**config.mk**
```make
export PLATFORM = sky130hd
export DESIGN_NAME = manchester_decoder
export DESIGN_NICKNAME = d
export VERILOG_FILES = /design/src/rtl/manchester_decoder.sv
export SDC_FILE = /design/constraint.sdc
export NUM_CORES = 1
export LEC_CHECK = 0
export ABC_AREA = 0
export CAP_MARGIN = 30
export CORE_MARGIN = 5
export CORE_UTILIZATION = 45
export CTS_CLUSTER_SIZE = 28
export DETAILED_ROUTE_END_ITERATION = 8
export PLACE_DENSITY = 0.66
export SYNTH_ARGS = -nofsm -noshare
export SYNTH_HDL_FRONTEND = slang
export SYNTH_SLANG_ARGS = --single-unit
```
**constraint.sdc**
```tcl
create_clock -name clk -period 3.7 [get_ports clk]
set_clock_uncertainty 0.15 [all_clocks]
set_input_delay 0.37 -clock clk [delete_from_list [all_inputs] [get_ports clk]]
set_output_delay 0.37 -clock clk [all_outputs]
set_load 0.02 [all_outputs]
```
**src/rtl/manchester_decoder.sv**
```systemverilog
// ---------------------------------------------------------------------------
// ManchesterDecoder
//   Receive side of the Manchester line.  It oversamples the asynchronous
//   line and its frame qualifier and recovers SEQ_LENGTH-bit words, MSB
//   first.  A '1' is sent high->low and a '0' low->high.  The idle line is 0.
//
// Ports
//   clk        oversampling clock, the only clock
//   rst        synchronous active-high reset
//   din        Manchester line (asynchronous)
//   din_en     frame qualifier (asynchronous), high for the whole frame
//   dout       last good word, held until the next good frame
//   dout_valid one-cycle pulse when dout is updated
//   err        one-cycle pulse on a code violation or an early din_en drop
//   busy       high while a frame is being decoded
// ---------------------------------------------------------------------------
module manchester_decoder #(
    parameter int SEQ_LENGTH = 8,
    parameter int HALF_BIT   = 4
) (
    input  logic                  clk,
    input  logic                  rst,
    input  logic                  din,
    input  logic                  din_en,
    output logic [SEQ_LENGTH-1:0] dout,
    output logic                  dout_valid,
    output logic                  err,
    output logic                  busy
);

    localparam int CW = (HALF_BIT > 1) ? $clog2(HALF_BIT) : 1;
    localparam int BW = $clog2(SEQ_LENGTH + 1);

    localparam logic [CW-1:0] L_MID     = CW'(HALF_BIT / 2);
    localparam logic [CW-1:0] L_LAST    = CW'(HALF_BIT - 1);
    localparam logic [CW-1:0] L_LATE    = CW'(HALF_BIT - HALF_BIT / 4);
    localparam logic [CW-1:0] L_EARLY   = CW'(HALF_BIT / 4);
    localparam logic [BW-1:0] L_LASTBIT = BW'(SEQ_LENGTH - 1);

    typedef enum logic [1:0] {
        IDLE,
        FIRST,
        SECOND,
        WAIT_LOW
    } state_t;

    logic                  r_dinMeta, r_dinSync, r_dinPrev;
    logic                  r_enMeta, r_enSync, r_enPrev;
    state_t                r_state;
    logic [CW-1:0]         r_cnt;
    logic [BW-1:0]         r_bitCnt;
    logic                  r_b0;
    logic [SEQ_LENGTH-1:0] r_shreg;
    logic [SEQ_LENGTH-1:0] r_dout;
    logic                  r_doutValid;
    logic                  r_err;
    logic                  r_busy;

    state_t                w_stateNext;
    logic [CW-1:0]         w_cntNext;
    logic [BW-1:0]         w_bitCntNext;
    logic                  w_b0Next;
    logic [SEQ_LENGTH-1:0] w_shregNext;
    logic [SEQ_LENGTH-1:0] w_doutNext;
    logic                  w_validNext;
    logic                  w_errNext;
    logic                  w_enRise;
    logic                  w_dinEdge;
    logic                  w_lastSample;
    logic [SEQ_LENGTH-1:0] w_shifted;

    // Edge detection works on the synchronised samples against the previous
    // synchronised sample, never on the raw asynchronous pins.
    assign w_enRise     = r_enSync & ~r_enPrev;
    assign w_dinEdge    = r_dinSync ^ r_dinPrev;
    assign w_lastSample = (r_cnt == L_MID) && (r_bitCnt == L_LASTBIT);
    assign w_shifted    = {r_shreg[SEQ_LENGTH-2:0], r_b0};

    // Two-flop synchronisers plus all state and output registers.  Outputs
    // are registered so the pulses come out one clock after the decision.
    always_ff @(posedge clk) begin
        if (rst) begin
            r_dinMeta   <= 1'b0;
            r_dinSync   <= 1'b0;
            r_dinPrev   <= 1'b0;
            r_enMeta    <= 1'b0;
            r_enSync    <= 1'b0;
            r_enPrev    <= 1'b0;
            r_state     <= IDLE;
            r_cnt       <= '0;
            r_bitCnt    <= '0;
            r_b0        <= 1'b0;
            r_shreg     <= '0;
            r_dout      <= '0;
            r_doutValid <= 1'b0;
            r_err       <= 1'b0;
            r_busy      <= 1'b0;
        end else begin
            r_dinMeta   <= din;
            r_dinSync   <= r_dinMeta;
            r_dinPrev   <= r_dinSync;
            r_enMeta    <= din_en;
            r_enSync    <= r_enMeta;
            r_enPrev    <= r_enSync;
            r_state     <= w_stateNext;
            r_cnt       <= w_cntNext;
            r_bitCnt    <= w_bitCntNext;
            r_b0        <= w_b0Next;
            r_shreg     <= w_shregNext;
            r_dout      <= w_doutNext;
            r_doutValid <= w_validNext;
            r_err       <= w_errNext;
            r_busy      <= (w_stateNext == FIRST) || (w_stateNext == SECOND);
        end
    end

    // Next-state logic.  A mid-bit edge seen late in FIRST or early in
    // SECOND re-centres the phase counter as if that cycle were SECOND cnt=0,
    // which absorbs up to a quarter half-bit of timing error per bit.  The
    // enable check in SECOND lets the final b1 sample win over a coincident
    // din_en drop so that frame still counts as good.
    always_comb begin
        w_stateNext  = r_state;
        w_cntNext    = r_cnt;
        w_bitCntNext = r_bitCnt;
        w_b0Next     = r_b0;
        w_shregNext  = r_shreg;
        w_doutNext   = r_dout;
        w_validNext  = 1'b0;
        w_errNext    = 1'b0;
        case (r_state)
            IDLE: begin
                if (w_enRise) begin
                    w_stateNext  = FIRST;
                    w_cntNext    = CW'(1);
                    w_bitCntNext = '0;
                end
            end
            FIRST: begin
                if (!r_enSync) begin
                    w_errNext   = 1'b1;
                    w_stateNext = IDLE;
                    w_cntNext   = '0;
                end else if (w_dinEdge && (r_cnt >= L_LATE)) begin
                    w_stateNext = SECOND;
                    w_cntNext   = CW'(1);
                end else begin
                    if (r_cnt == L_MID) begin
                        w_b0Next = r_dinSync;
                    end
                    if (r_cnt == L_LAST) begin
                        w_stateNext = SECOND;
                        w_cntNext   = '0;
                    end else begin
                        w_cntNext = r_cnt + 1'b1;
                    end
                end
            end
            SECOND: begin
                if (!r_enSync && !w_lastSample) begin
                    w_errNext   = 1'b1;
                    w_stateNext = IDLE;
                    w_cntNext   = '0;
                end else if (r_cnt == L_MID) begin
                    if (r_dinSync == r_b0) begin
                        w_errNext   = 1'b1;
                        w_stateNext = WAIT_LOW;
                        w_cntNext   = '0;
                    end else begin
                        w_shregNext  = w_shifted;
                        w_bitCntNext = r_bitCnt + 1'b1;
                        if (r_bitCnt == L_LASTBIT) begin
                            w_doutNext  = w_shifted;
                            w_validNext = 1'b1;
                            w_stateNext = WAIT_LOW;
                            w_cntNext   = '0;
                        end else begin
                            w_cntNext = r_cnt + 1'b1;
                        end
                    end
                end else if (w_dinEdge && (r_cnt < L_EARLY)) begin
                    w_cntNext = CW'(1);
                end else if (r_cnt == L_LAST) begin
                    w_stateNext = FIRST;
                    w_cntNext   = '0;
                end else begin
                    w_cntNext = r_cnt + 1'b1;
                end
            end
            WAIT_LOW: begin
                if (!r_enSync) begin
                    w_stateNext = IDLE;
                    w_cntNext   = '0;
                end
            end
            default: begin
                w_stateNext = IDLE;
                w_cntNext   = '0;
            end
        endcase
    end

    assign dout       = r_dout;
    assign dout_valid = r_doutValid;
    assign err        = r_err;
    assign busy       = r_busy;

endmodule

```
======== Word level (Yosys, flattened, before mapping) ========
Cells that the tools add are included.
word-level totals
  flip-flop bits (word level) ............. 33
  input bits .............................. 4
  word-level logic and storage cells ...... 90
cells by class
  $add $sub $neg .......................... 2
  order comparisons ....................... 2
  eq/ne operators ......................... 14
  multiplexer cells ....................... 34
  bitwise logic cells ..................... 8
  reductions and logical operators ........ 15
operators by type and width
  operator                                                     count
  two-way mux 2 bit                                            21
  two-way mux 4 bit                                            4
  one-hot mux 2 bit (4 select lines)                           2
  == test 2 bit (second input constant)                        5
  != test 2 bit (second input constant)                        5
  AND reduction 5 bit                                          2
  one-hot mux 4 bit (2 select lines)                           1
  AND reduction 4 bit                                          2
  inverter 1 bit                                               6
  two-way mux 1 bit                                            5
  OR reduction 5 bit                                           1
  adder 4 x 1 -> 4 bit (second input constant)                 1
  == test 2 x 1 -> 1 bit (second input constant)               2
  == test 4 x 3 -> 1 bit (second input constant)               1
  logical AND 1 bit                                            4
  adder 2 x 1 -> 2 bit (second input constant)                 1
  greater-or-equal comparator 2 bit (second input constant)    1
  logical NOT 1 bit                                            2
  logical NOT 2 bit                                            1
  less-than comparator 2 x 1 -> 1 bit (second input constant)  1
  one-hot mux 1 bit (2 select lines)                           1
  AND reduction 2 bit                                          1
  nonzero test 2 bit                                           1
  AND 1 bit                                                    1
  3 further kinds                                              3

======== Longest topological paths before layout ========
  word-level depth ........................ 8
  depth in mapped cells ................... 8

======== Worst setup path before layout ========
OpenSTA, ideal clock, no wires.
  kind .................................... register to register
  start point ............................. reg r_cnt[0]
  end point ............................... reg r_shreg[6]
  library setup time ...................... 0.128 ns
  arrival ................................. 1.596 ns
  required time ........................... 3.422 ns
  slack ................................... 1.826 ns
  cell stages (with the launch flop) ...... 9
  path buffers ............................ 1
  path through ............................ dfxtp_1 inv_1 ha_1 and4b_1 or2_1 nand2b_1 buf_2 mux2i_1 nor2_1
between the ends
  longest elaborated chain between the ends .. 6
RTL lines
  element                          line     RTL
  start: declaration               50       logic [CW-1:0] r_cnt;
  start signal: assignment         106      r_cnt <= w_cntNext;
  == test 2 bit *                  76, 164
  logical AND 1 bit                76       assign w_lastSample = (r_cnt == L_MID) && (r_bitCnt == L_LASTBIT);
  logical NOT 1 bit                160      if (!r_enSync && !w_lastSample) begin
  logical AND 1 bit                160
  inverter 1 bit (no line)         n/a
  AND reduction 4 bit (no line) *  n/a
  end signal: assignment           109      r_shreg <= w_shregNext;
  end: declaration                 53       logic [SEQ_LENGTH-1:0] r_shreg;
Every way passes the cells marked *; elsewhere a longest branch is shown, timed or not.
A chain may end at the register's enable or synchronous reset.

======== Worst setup path after layout ========
  start point ............................. reg r_cnt[0]
  end point ............................... reg r_shreg[2]
Same word-level chain as after synthesis.

==> results.sh <==
export IMPL_grt_max_degree=25
export IMPL_clockBufferDepth=2
export IMPL_cp_startpoint="r_cnt[0]"
export IMPL_synth_distinct_cells=35
export IMPL_num_rows=21
export IMPL_area_growth_pct=16.6
export IMPL_fin_hold_ws_ns=0.291
export IMPL_status="finished clean"
export IMPL_synth_seq_cells=33
export IMPL_crit_path_end_kind="register"
export IMPL_seqPwrFrac_pct=62.5
export IMPL_relSlewSlack_pct=68.2
export IMPL_final_cell_mix="dfxtp_1, nor2_1, mux2i_1"
export IMPL_drt_initial_drc_count=93
export IMPL_cts_hold_buf=0
export IMPL_pin_count=15
export IMPL_clkPwrFrac_pct=33.2
export IMPL_final_common_cell="dfxtp_1"
export IMPL_placed_cells=220
export IMPL_p_int_uw=442
export IMPL_num_vias=1168
export IMPL_critPathMaxStageDelay_ns=0.38
export IMPL_die_x_um=68.6
export IMPL_port_buffers=14
export IMPL_synth_top_cell_area_share_pct=42.7
export IMPL_dp_hpwl_um=2170
export IMPL_setup_viol=0
export IMPL_path_cells="inv_1, ha_1, and4b_1, or2_1, nand2b_1, mux2i_1, nor2_1"
export IMPL_synthTopCellsByArea="dfxtp_1, mux2i_1, ha_1"
export IMPL_hold_viol=0
export IMPL_fin_crit_ns=2.19
export IMPL_synth_top_cell_by_area="dfxtp_1"
export IMPL_start_kind="register"
export IMPL_switching_power_uw=136
export IMPL_htreeDepth=2
export IMPL_via_per_inst=5.12
export IMPL_postSynthAreaPerCell_um2=9.38
export IMPL_cp_top_family="simple AND/OR/NAND/NOR gates"
export IMPL_power_density_nw_per_um2=321
export IMPL_syn_cell_area_um2=1550
export IMPL_grt_ovfl_total=0
export IMPL_ys_seq_area_share_pct=42.7
export IMPL_ys_warn_count=0
export IMPL_first_pass_iters=4
export IMPL_grt_antenna_before_repair=0
export IMPL_p_leak_nw=0.698
export IMPL_grt_pass1_vias=1120
export IMPL_vdd_drop_max_uv=256
export IMPL_cp_num_buf_inv=1
export IMPL_hold_path_class="reg -> reg"
export IMPL_die_h_um=68.6
export IMPL_drive_gt1_share_pct=8.24
export IMPL_maxCapViolCount=0
export IMPL_fin_tns_setup_ns=0
export IMPL_netlist_instances=165
export IMPL_fin_crit_sh_pct=59.3
export IMPL_cts_root_buffer="clkbuf_4"
export IMPL_finalNonFillerCells=228
export IMPL_drc=0
export IMPL_antenna_cells=0
export IMPL_worst_slew_pin_slew_ns=0.477
export IMPL_routed_wl_um=2870
export IMPL_netSwitchingFraction_pct=23.6
export IMPL_cts_tree="built"
export IMPL_drtAntennaViolNets=0
export IMPL_slowest_stage="dfxtp_1"
export IMPL_grt_usage_pct=14.1
export IMPL_crit_fanout=7
export IMPL_numClockSinks=33
export IMPL_worst_endpoint_arrival_ns=2.26
export IMPL_gp_congestion=0.790
export IMPL_hp_start="r_enMeta"
export IMPL_rsz0062_at_grt="no"
export IMPL_die_area_um2=4710
export IMPL_path_class="reg -> reg"
export IMPL_pwr_share_comb_pct=4.3
export IMPL_cts_setup_buffers=0
export IMPL_reg2reg_from="r_cnt[0]"
export IMPL_nets=194
export IMPL_crit_required_ns=3.77
export IMPL_detail_route_wl_per_cell_um=12.6
export IMPL_cts_buffers=5
export IMPL_clkLatencyLatePin_ns=0.33
export IMPL_syn_num_nets=178
export IMPL_cts_resized=0
export IMPL_grt_pass1_wl_um=5010
export IMPL_max_freq_mhz=456
export IMPL_clk_transition_reported_paths_ns=0.11
export IMPL_start_util_pct=46.4
export IMPL_coreArea_um2=3340
export IMPL_slew_viol_final=0
[path summary, 6_finish.rpt]
kind | slack [ns] | endpoint | depth (start not counted)
max reg2reg | 1.51 | r_shreg[2] | 7
min | 0.29 | r_enSync | 1
max | 1.51 | r_shreg[2] | 7
min reg2reg | 0.29 | r_enSync | 1
[flip-flops by register name, summed over array words and instances, names as in the netlist]
register    count
r_enMeta        1
r_state         2
r_enSync        1
r_bitCnt        4
r_b0            1
r_shreg         7
r_enPrev        1
r_dinMeta       1
r_dinPrev       1
dout_valid      1
err             1
dout            8
r_cnt           2
busy            1
r_dinSync       1
[routing by layer]
| layer | wire, um | global-route usage, % | up-vias |
|---|---|---|---|
| met5 | 0 | 0 | - |
| met4 | 27 | 4.47 | 0 |
| met3 | 121 | 4.21 | 4 |
| met2 | 1370 | 23.0 | 25 |
| met1 | 1350 | 17.7 | 538 |
| li1 | - | - | 601 |
[cells in the mapped netlist (all sizes together)]
master   instances
nor2            21
o31ai            1
ha               9
a31oi            1
nand2           10
inv              7
o21ai            6
nand3            6
a41oi            1
o21a             2
a22o             1
nand2b           5
nor3             1
xor2             3
o311ai           1
buf              1
a21bo            1
a221oi           1
o21bai           4
nand3b           4
clkbuf           5
o2bb2ai          1
o21ba            1
a21oi            7
a31o             1
nor2b            9
or2              2
and4b            1
a311oi           3
dfxtp           33
mux2i           16
[area by class of cell]
class,count,area (um^2)
fillers,320,1530
multi-input cells,119,837
flip-flops and latches,33,661
repair buffers,15,168
well taps,46,57.6
clock buffers,5,37.5
inverters,7,26.3
clock inverters,3,17.5
[cells by family (layout without fill, tap and decap cells)]
kind of cell	count (synthesis)	after routing	synth area share [%]
flops	33	33	42.7
compound gates	32	32	15.1
fa+ha+maj	9	9	7.28
simple gates	59	59	19.6
xor+xnor	3	3	1.70
buf+inv	13	30	3.23
mux	16	16	10.3
[metrics by stage]
stage	setup WS, ns	util [%]	power (mW)	instance area, um^2
floorplan	1.83	-	0.384	1550
global placement	1.47	51.6	0.390	1720
detailed placement	1.56	52.4	0.395	1750
CTS	1.52	54.1	0.586	1800
global route	1.34	54.1	0.608	1800
finish	1.51	54.1	0.578	1800
[power by group through the flow]
stage	Sequential (mW)	Clock [mW]	Combinational, mW
2_1_floorplan	0.368	0	0.0160
3_3_place_gp	0.369	0	0.0211
3_5_place_dp	0.369	0	0.0252
4_1_cts	0.361	0.199	0.0253
5_1_grt	0.362	0.218	0.0281
6_report	0.361	0.192	0.0250
(Power assumes the default switching activity.)
